**src/rtl/mips_rf_pkg.sv**
```systemverilog
// Shared defaults and types for the MIPS register file with scoreboard.
package mips_rf_pkg;

  localparam int DATA_W_DEF = 32;
  localparam int ADDR_W_DEF = 5;
  localparam int ZERO_REG   = 0;

  typedef logic [ADDR_W_DEF-1:0] reg_addr_t;
  typedef logic [DATA_W_DEF-1:0] reg_data_t;

endpackage

```
**src/rtl/rf_read_port.sv**
```systemverilog
// One combinational read port: storage lookup, zero-register mask,
// write-to-read bypass and busy-bit lookup.
module rf_read_port
  import mips_rf_pkg::*;
#(
  parameter int DATA_W = DATA_W_DEF,
  parameter int ADDR_W = ADDR_W_DEF,
  parameter int BYPASS = 1
) (
  input  logic [DATA_W-1:0]      regs [2**ADDR_W],
  input  logic [(2**ADDR_W)-1:0] busy,
  input  logic                   we,
  input  logic [ADDR_W-1:0]      wa,
  input  logic [DATA_W-1:0]      wd,
  input  logic [ADDR_W-1:0]      ra,
  output logic [DATA_W-1:0]      rd,
  output logic                   rbusy
);

  localparam bit BYP_EN = (BYPASS != 0);

  logic ra_zero;
  logic bypass_hit;

  assign ra_zero    = (ra == ADDR_W'(ZERO_REG));
  assign bypass_hit = BYP_EN && we && (wa != ADDR_W'(ZERO_REG)) && (ra == wa);

  always_comb begin
    rd    = regs[ra];
    rbusy = busy[ra];
    if (ra_zero) begin
      rd    = '0;
      rbusy = 1'b0;
    end else if (bypass_hit) begin
      // Writeback data is already valid this cycle, so the hazard is resolved.
      rd    = wd;
      rbusy = 1'b0;
    end
  end

endmodule

```
**src/rtl/mips_regfile_sb.sv**
```systemverilog
// Parametrised MIPS register file with hardwired zero register, optional
// write-to-read bypass and a per-register busy scoreboard for RAW detection.
module mips_regfile_sb
  import mips_rf_pkg::*;
#(
  parameter int DATA_W = DATA_W_DEF,
  parameter int ADDR_W = ADDR_W_DEF,
  parameter int NUM_RD = 2,
  parameter int BYPASS = 1
) (
  input  logic                     clk,
  input  logic                     rst,
  input  logic                     we,
  input  logic [ADDR_W-1:0]        wa,
  input  logic [DATA_W-1:0]        wd,
  input  logic                     wclr,
  input  logic [NUM_RD*ADDR_W-1:0] ra,
  output logic [NUM_RD*DATA_W-1:0] rd,
  output logic [NUM_RD-1:0]        rbusy,
  input  logic                     rsv,
  input  logic [ADDR_W-1:0]        rsv_a,
  output logic                     any_busy
);

  localparam int NUM_REGS = 2**ADDR_W;

  if (NUM_RD < 1 || NUM_RD > 4) begin : g_bad_num_rd
    $error("mips_regfile_sb: NUM_RD must be in 1..4");
  end

  logic [DATA_W-1:0]   regs [NUM_REGS];
  logic [NUM_REGS-1:0] busy;
  logic [NUM_REGS-1:0] busy_nxt;
  logic                wa_nz;
  logic                we_eff;

  assign wa_nz = (wa != ADDR_W'(ZERO_REG));
  // Gating with rst keeps the bypass from leaking wd onto rd while in reset.
  assign we_eff = we & rst;

  always_ff @(posedge clk or negedge rst) begin
    if (!rst) begin
      for (int i = 0; i < NUM_REGS; i++) regs[i] <= '0;
    end else if (we && wa_nz) begin
      regs[wa] <= wd;
    end
  end

  // Clear first, then set: a new reservation supersedes the retiring producer.
  always_comb begin
    busy_nxt = busy;
    if (wclr && wa_nz) busy_nxt[wa] = 1'b0;
    if (rsv && (rsv_a != ADDR_W'(ZERO_REG))) busy_nxt[rsv_a] = 1'b1;
  end

  always_ff @(posedge clk or negedge rst) begin
    if (!rst) busy <= '0;
    else      busy <= busy_nxt;
  end

  assign any_busy = |busy;

  for (genvar k = 0; k < NUM_RD; k++) begin : g_rd
    rf_read_port #(
      .DATA_W (DATA_W),
      .ADDR_W (ADDR_W),
      .BYPASS (BYPASS)
    ) u_port (
      .regs  (regs),
      .busy  (busy),
      .we    (we_eff),
      .wa    (wa),
      .wd    (wd),
      .ra    (ra[k*ADDR_W +: ADDR_W]),
      .rd    (rd[k*DATA_W +: DATA_W]),
      .rbusy (rbusy[k])
    );
  end

endmodule
```
**config.mk**
```make
export PLATFORM = sky130hd
export DESIGN_NAME = mips_regfile_sb
export DESIGN_NICKNAME = d
export VERILOG_FILES = /design/src/rtl/mips_rf_pkg.sv /design/src/rtl/rf_read_port.sv /design/src/rtl/mips_regfile_sb.sv
export SDC_FILE = /design/constraint.sdc
export NUM_CORES = 2
export LEC_CHECK = 0
export CORE_MARGIN = 2
export CORE_UTILIZATION = 45
export DETAILED_ROUTE_END_ITERATION = 7
export GPL_TIMING_DRIVEN = 0
export RECOVER_POWER = 25
export SLEW_MARGIN = 20
export SYNTH_ARGS = -nofsm -noshare
export SYNTH_HDL_FRONTEND = slang
export SYNTH_SLANG_ARGS = --single-unit
```
**constraint.sdc**
```tcl
create_clock -name clk -period 4.1 [get_ports clk]
set_input_delay 0.82 -clock clk [delete_from_list [all_inputs] [get_ports clk]]
set_output_delay 0.82 -clock clk [all_outputs]
set_load 0.005 [all_outputs]
```
---- After elaboration in Yosys (flattened, before gate mapping) ----
Cells that the tools add are included.
Widths: inputs -> output; s select.
word-level totals
  flip-flop bits (word level) ............. 1056
  bits of input ports ..................... 57
  output and inout bits ................... 67
  word-level logic and storage cells ...... 93
cells by class
  order comparisons ....................... 10
  equal/unequal tests ..................... 2
  mux-type cells .......................... 27
  bitwise logic cells ..................... 7
  reductions and logical operators ........ 14
operators with widths
  kind                number
  $bwmux 1024         1
  $mux 32             11
  $bmux 32 s5         2
  $demux 32 s5        1
  $and 32x32->32      1
  $not 32->32         1
  $or 32x32->32       1
  $reduce_or 32->1    1
  $lt 5x6->1 const B  4
  $ge 6x6->1 const B  3
  $not 5->6           3
  $bmux 1 s5          2
  $demux 1 s5         2
  $eq 5x5->1          2
  $ge 5x1->1 const B  2
  $logic_not 5->1     2
  $reduce_bool 5->1   2
  $logic_and 1x1->1   9
  $mux 1              8
  $lt 6x1->1 const B  1
  $and 1x1->1         1

---- Depth between registers and ports, before layout ----
  depth after elaboration ................. 9
  gate-level depth with buffers ........... 10
  gate-level depth less buffers ........... 5

---- Cells and area by module ----
From an unflattened synthesis, not the netlist that was laid out.
unflattened totals
  cells, all modules ...................... 4018
  area, all modules ....................... 57507.7 um2
by module, submodules not included
  module           instances  cells an instance  area each (um2)  seq. area each (um2)
  mips_regfile_sb  1          2424               39507.9          26425.3
  rf_read_port     2          797                8999.9           0.0

---- Least setup slack after synthesis ----
No wires, ideal clock.
  path type ............................... input to output
  start ................................... input port ra[6]
  end ..................................... output port rbusy[1]
  arrival time ............................ 2.699 ns
  required time ........................... 3.280 ns
  slack ................................... 0.581 ns
  stages .................................. 7
  buffers on the path ..................... 4
  cell sequence ........................... buf_2 -> buf_1 -> clkbuf_1 -> mux4_2 -> mux4_2 -> o2bb2ai_1 -> buf_4
on the way
  word-level cells in the longest chain between the ends .. 4
  elaborated cells between the ends (all ways) .. 7
  classes of those cells .................. 1 x eq/ne; 4 x mux; 2 x reduce/logical
ends and longest elaborated chain
  item                                                               line                                    RTL
  start, declared                                                    mips_regfile_sb.sv:17                   input logic [NUM_RD*ADDR_W-1:0] ra,
  $bmux 1 s5 or $eq 5x5->1 (tied branches)                           rf_read_port.sv:30, rf_read_port.sv:26
  $mux 1 (not written as such) or $logic_and 1x1->1 (tied branches)  rf_read_port.sv:30, rf_read_port.sv:26
  $mux 1                                                             rf_read_port.sv:34                      end else if (bypass_hit) begin
  $mux 1 (*)                                                         rf_read_port.sv:31                      if (ra_zero) begin
  end, declared                                                      mips_regfile_sb.sv:19                   output logic [NUM_RD-1:0] rbusy,
Every way passes the cells marked *; elsewhere a longest branch is shown, timed or not. The select of a mux whose other input is x is not followed.

---- Worst setup path in the final report ----
  start ................................... input port ra[6]
  end ..................................... output port rd[41]
on the way
  word-level cells in the longest chain between the ends .. 6
  elaborated cells between the ends (all ways) .. 9
  classes of those cells .................. 1 x eq/ne; 5 x mux; 1 x bitwise; 2 x reduce/logical
ends and longest elaborated chain
  item                                         line                   RTL
  $not 5->6 (not written as such)              rf_read_port.sv:29     rd = regs[ra];
  $bmux 32 s5                                  rf_read_port.sv:29
  $mux 32 (not written as such) (2 in series)  rf_read_port.sv:29
  $mux 32                                      rf_read_port.sv:34
  $mux 32 (*)                                  rf_read_port.sv:31
  end, declared                                mips_regfile_sb.sv:18  output logic [NUM_RD*DATA_W-1:0] rd,
Marks and branches as above.

==> out/results.ini <==
[setup_path]
worst-path-stages = 9
worst-path-max-fanout = 10
worstReg2RegEnd = regs[465]$_DFFE_PN0P_
critPathKind = input pin to output port
slowest_delay_ns = 0.44
worstPathArrival_ns = 3.32
worstPathBufferInverterCount = 6
timing.reg2reg.setup_slack_ns = 3.24
crit_path_cell_trace = buf_4, buf_6, buf_4, buf_12, buf_8, mux2i_2, a211oi_4, a221o_1, buf_2
slowest_stage = sky130_fd_sc_hd__mux2i_2
reg2reg_from = regs[465]$_DFFE_PN0P_
crit_path_end_kind = output port
crit_required_ns = 3.28
critPathMostFrequentCell = sky130_fd_sc_hd__buf_4
timing.critical_path.from_type = input pin
timing.critical_path.max_delay_family = buffers and inverters
reg2reg_depth = 1

[finish]
stdcell_area_sq_um = 68500
fin_nets = 4545
postLayoutCoreUtil = 0.545
post_route_cells_drive_above_1_share = 0.458
final.fill_count = 10494
flow.area_growth_from_synthesis_pct = 19.9

[floorplan]
core_area_sq_um = 126000
die_y_um = 360
floorplan.die_area_sq_um = 130000
initial_standard_cell_utilization_of_the_core = 0.454
top_level_i_o_count = 124
die_w_um = 360
std_cell_rows = 130

[grt]
global_route.usage.total = 0.371
globalRoute.totalOverflow = 0
grt_first_pass_wirelength_um = 337000
antenna_violations_before_repair = 11
number_of_global_route_vias_before_repair = 42564
grt_max_degree = 141

[clocking]
cts.root.buffer_cell = sky130_fd_sc_hd__clkbuf_16
ctsLongestPathBuffers = 3
tritoncts_sink_count = 1056
clock_pin_slew_reported_for_the_worst_setup_and_hold_paths_after_clock_tree_synthesis_ns = 0.06
cts_tree = done
later_pin_clock_latency_in_the_skew_report_ns = 0.72
h-tree-depth = 3
cts_buffers = 115

[min_path]
min-delay-path-class = input pin to asynchronous set/reset pin

[sta]
timing.slew.headroom = -1.14
clock-skew-final_ns = 0
final_period_minus_worst_setup_slack_ns = 4.14
slew_violations = 527
finalHoldViolCount = 0
tightestPinTransition_ns = 3.20
period_utilization = 1.01
fmax_mhz = 241
setup_viol_count_final = 11
final_critical_path_setup_slack_ns = -0.0429

[flow_run]
drv.max_cap_violation_count = 7

[logic_synthesis]
area_of_the_mapped_netlist_sq_um = 57100
yosys_register_bits = 1056
synth_cell_types = 50
yosys_most_used_dff = sky130_fd_sc_hd__dfrtp_1
synth.top_cell.area_share = 0.463
synth_cells = 4161
synth_fp_nets = 4218
syn_area_per_cell_sq_um = 13.7
synth_area_leaders = sky130_fd_sc_hd__dfrtp_1 46%, sky130_fd_sc_hd__mux2_2 19%, sky130_fd_sc_hd__mux4_2 14%, sky130_fd_sc_hd__mux2i_1 7.2%, sky130_fd_sc_hd__a221oi_1 2.3%
synth-warning-count = 0
yosysSeqAreaShare = 0.463
synth-edff-count = 0
synthDominantAreaCellType = sky130_fd_sc_hd__dfrtp_1
postSynth.asyncResetShare = 1.00

[drt]
postRouteAntennaNets = 0
avgViaCountPerCell = 6.92
vias = 43199
drcViolationCount = 0
detailedRoute.firstPassIterationCount = 6
route.detailed.wl_per_inst_um = 38.9
dr.first_iter.drc_count = 5632
totalWireLength_um = 243000

[placement]
place.detailed.hpwl_um = 168000
post_dp_cell_area_sq_um = 60700
setup_slack_after_placement_ns = -2.77
buffer_ports.inserted = 115
globalplace.congestion = 0.985

[pwr]
p_leak_nw = 29.8
power.density_nw_per_um2 = 483
power.ir.vdd_worst_mv = 0.349

[run_status]
status = finished, violations left
failing_checks = max-capacitance violations, max-slew violations, negative setup slack

cells in the final DEF, fill, tap and decap left out, drive strengths merged, types with 33 or more instances in the layout:
cell type / count
dfrtp: 1056
mux2: 994
clkbuf: 431
mux2i: 409
mux4: 343
buf: 306
nand2: 180
a221oi: 153
o21ai: 138
a221o: 61
a22oi: 49
a21oi: 43
clkdlybuf4s50: 41
nor2: 40
dlygate4sd2: 39
and3: 33
clkinv: 33
a211oi: 33
worst min-delay path, cell delays in order:
cell and delay (ns):
sky130_fd_sc_hd__buf_16 0.14, sky130_fd_sc_hd__buf_16 0.16, sky130_fd_sc_hd__buf_16 0.19
worst max path at each step:
stage	from	to	slack (ns)
2_1_floorplan	ra[6]	rbusy[1]	0.58
3_3_place_gp	rst	regs[524]$_DFFE_PN0P_	-47.98
3_5_place_dp	rst	rd[36]	-2.77
4_1_cts	ra[3]	rd[29]	-0.12
5_1_grt	ra[1]	rd[10]	-0.01
6_report	ra[6]	rd[41]	-0.04
cell usage after synthesis, types with 2 or more instances:
cell type                   count
sky130_fd_sc_hd__dfrtp_1     1056
sky130_fd_sc_hd__mux2_2       985
sky130_fd_sc_hd__mux2i_1      409
sky130_fd_sc_hd__mux4_2       343
sky130_fd_sc_hd__clkbuf_1     264
sky130_fd_sc_hd__nand2_1      180
sky130_fd_sc_hd__buf_2        160
sky130_fd_sc_hd__a221oi_1     153
sky130_fd_sc_hd__o21ai_0      138
sky130_fd_sc_hd__a221o_1       61
sky130_fd_sc_hd__a22oi_1       49
sky130_fd_sc_hd__a21oi_1       43
sky130_fd_sc_hd__nor2_1        40
sky130_fd_sc_hd__a211oi_1      33
sky130_fd_sc_hd__and3_1        33
sky130_fd_sc_hd__o22ai_1       32
sky130_fd_sc_hd__buf_4         26
sky130_fd_sc_hd__a31oi_1       23
sky130_fd_sc_hd__nand3_1       16
sky130_fd_sc_hd__buf_1         15
sky130_fd_sc_hd__xnor2_1       10
sky130_fd_sc_hd__mux2_1         9
sky130_fd_sc_hd__nor4_1         9
sky130_fd_sc_hd__nand2b_1       8
sky130_fd_sc_hd__nor2b_1        8
sky130_fd_sc_hd__nand3b_1       6
sky130_fd_sc_hd__o2bb2ai_1      5
sky130_fd_sc_hd__inv_1          4
sky130_fd_sc_hd__nand4_1        4
sky130_fd_sc_hd__nor3_1         4
sky130_fd_sc_hd__o221ai_1       4
sky130_fd_sc_hd__and2_1         3
sky130_fd_sc_hd__o31ai_1        3
sky130_fd_sc_hd__or2_2          3
sky130_fd_sc_hd__or3b_2         3
sky130_fd_sc_hd__a2111oi_0      2
sky130_fd_sc_hd__buf_6          2
sky130_fd_sc_hd__clkinv_1       2
sky130_fd_sc_hd__or3_1          2
kinds of logic (layout without fill, tap and decap cells):
| logic type | count (synthesis) | in the layout | share of synthesized area |
|---|---|---|---|
| XOR/XNOR | 10 | 10 | 0.00153 |
| flip-flops | 1056 | 1056 | 0.463 |
| AND/OR/NAND/NOR | 323 | 323 | 0.0257 |
| buffers and inverters | 474 | 900 | 0.0366 |
| other | 0 | 8 | 0 |
| multiplexers | 1746 | 1746 | 0.403 |
| AO/OA/AOI/OAI | 552 | 552 | 0.0702 |
final cells by class:
type / count / area (sq um) / share of cell area
Multi-Input combinational cell: 2631 / 29900 / 0.437
Sequential cell: 1056 / 26400 / 0.386
Buffer: 465 / 3700 / 0.0541
Clock buffer: 163 / 3380 / 0.0494
Timing Repair Buffer: 212 / 2190 / 0.0319
Tap cell: 1650 / 2060 / 0.0302
Clock inverter: 53 / 733 / 0.0107
Inverter: 7 / 35.0 / 0.000512
Antenna cell: 8 / 20.0 / 0.000292
stage by stage:
stage          cells  power [mW]  TNS, ns  hold WS, ns
2_1_floorplan   4161        18.2        0        0.441
3_3_place_gp    5926        20.7        -        0.453
3_5_place_dp    5939        20.9  -151.61        0.465
4_1_cts         6198        32.8   -0.524       0.0292
5_1_grt         6237        34.1  -0.0117        0.236
6_report        6245        33.1   -0.207        0.233
where the power goes:
group	internal, mW	switching (mW)
combinational	3.95	3.69
sequential	12.4	1.55
clock	6.79	4.71
routing by layer:
layer  share of wire  global-route usage  up-vias
met5         0.00095             0.00407        -
li1                -                   -    16688
met2            0.43               0.528     2924
met4           0.071               0.229       10
met1            0.38               0.490    22793
met3            0.12               0.120      784
registers in the layout (all words and copies together), names as in the netlist:
register	flops
regs	1024
busy	32
what timing repair did:
action	CTS	global route
resized for setup	792	95
cloned	15	1
hold endpoints to repair	36	0
hold buffers	2	0
endpoints found under the setup margin	66	48
buffers inserted	28	39
pin swaps	61	21
Power figures use the tool's default switching activity.
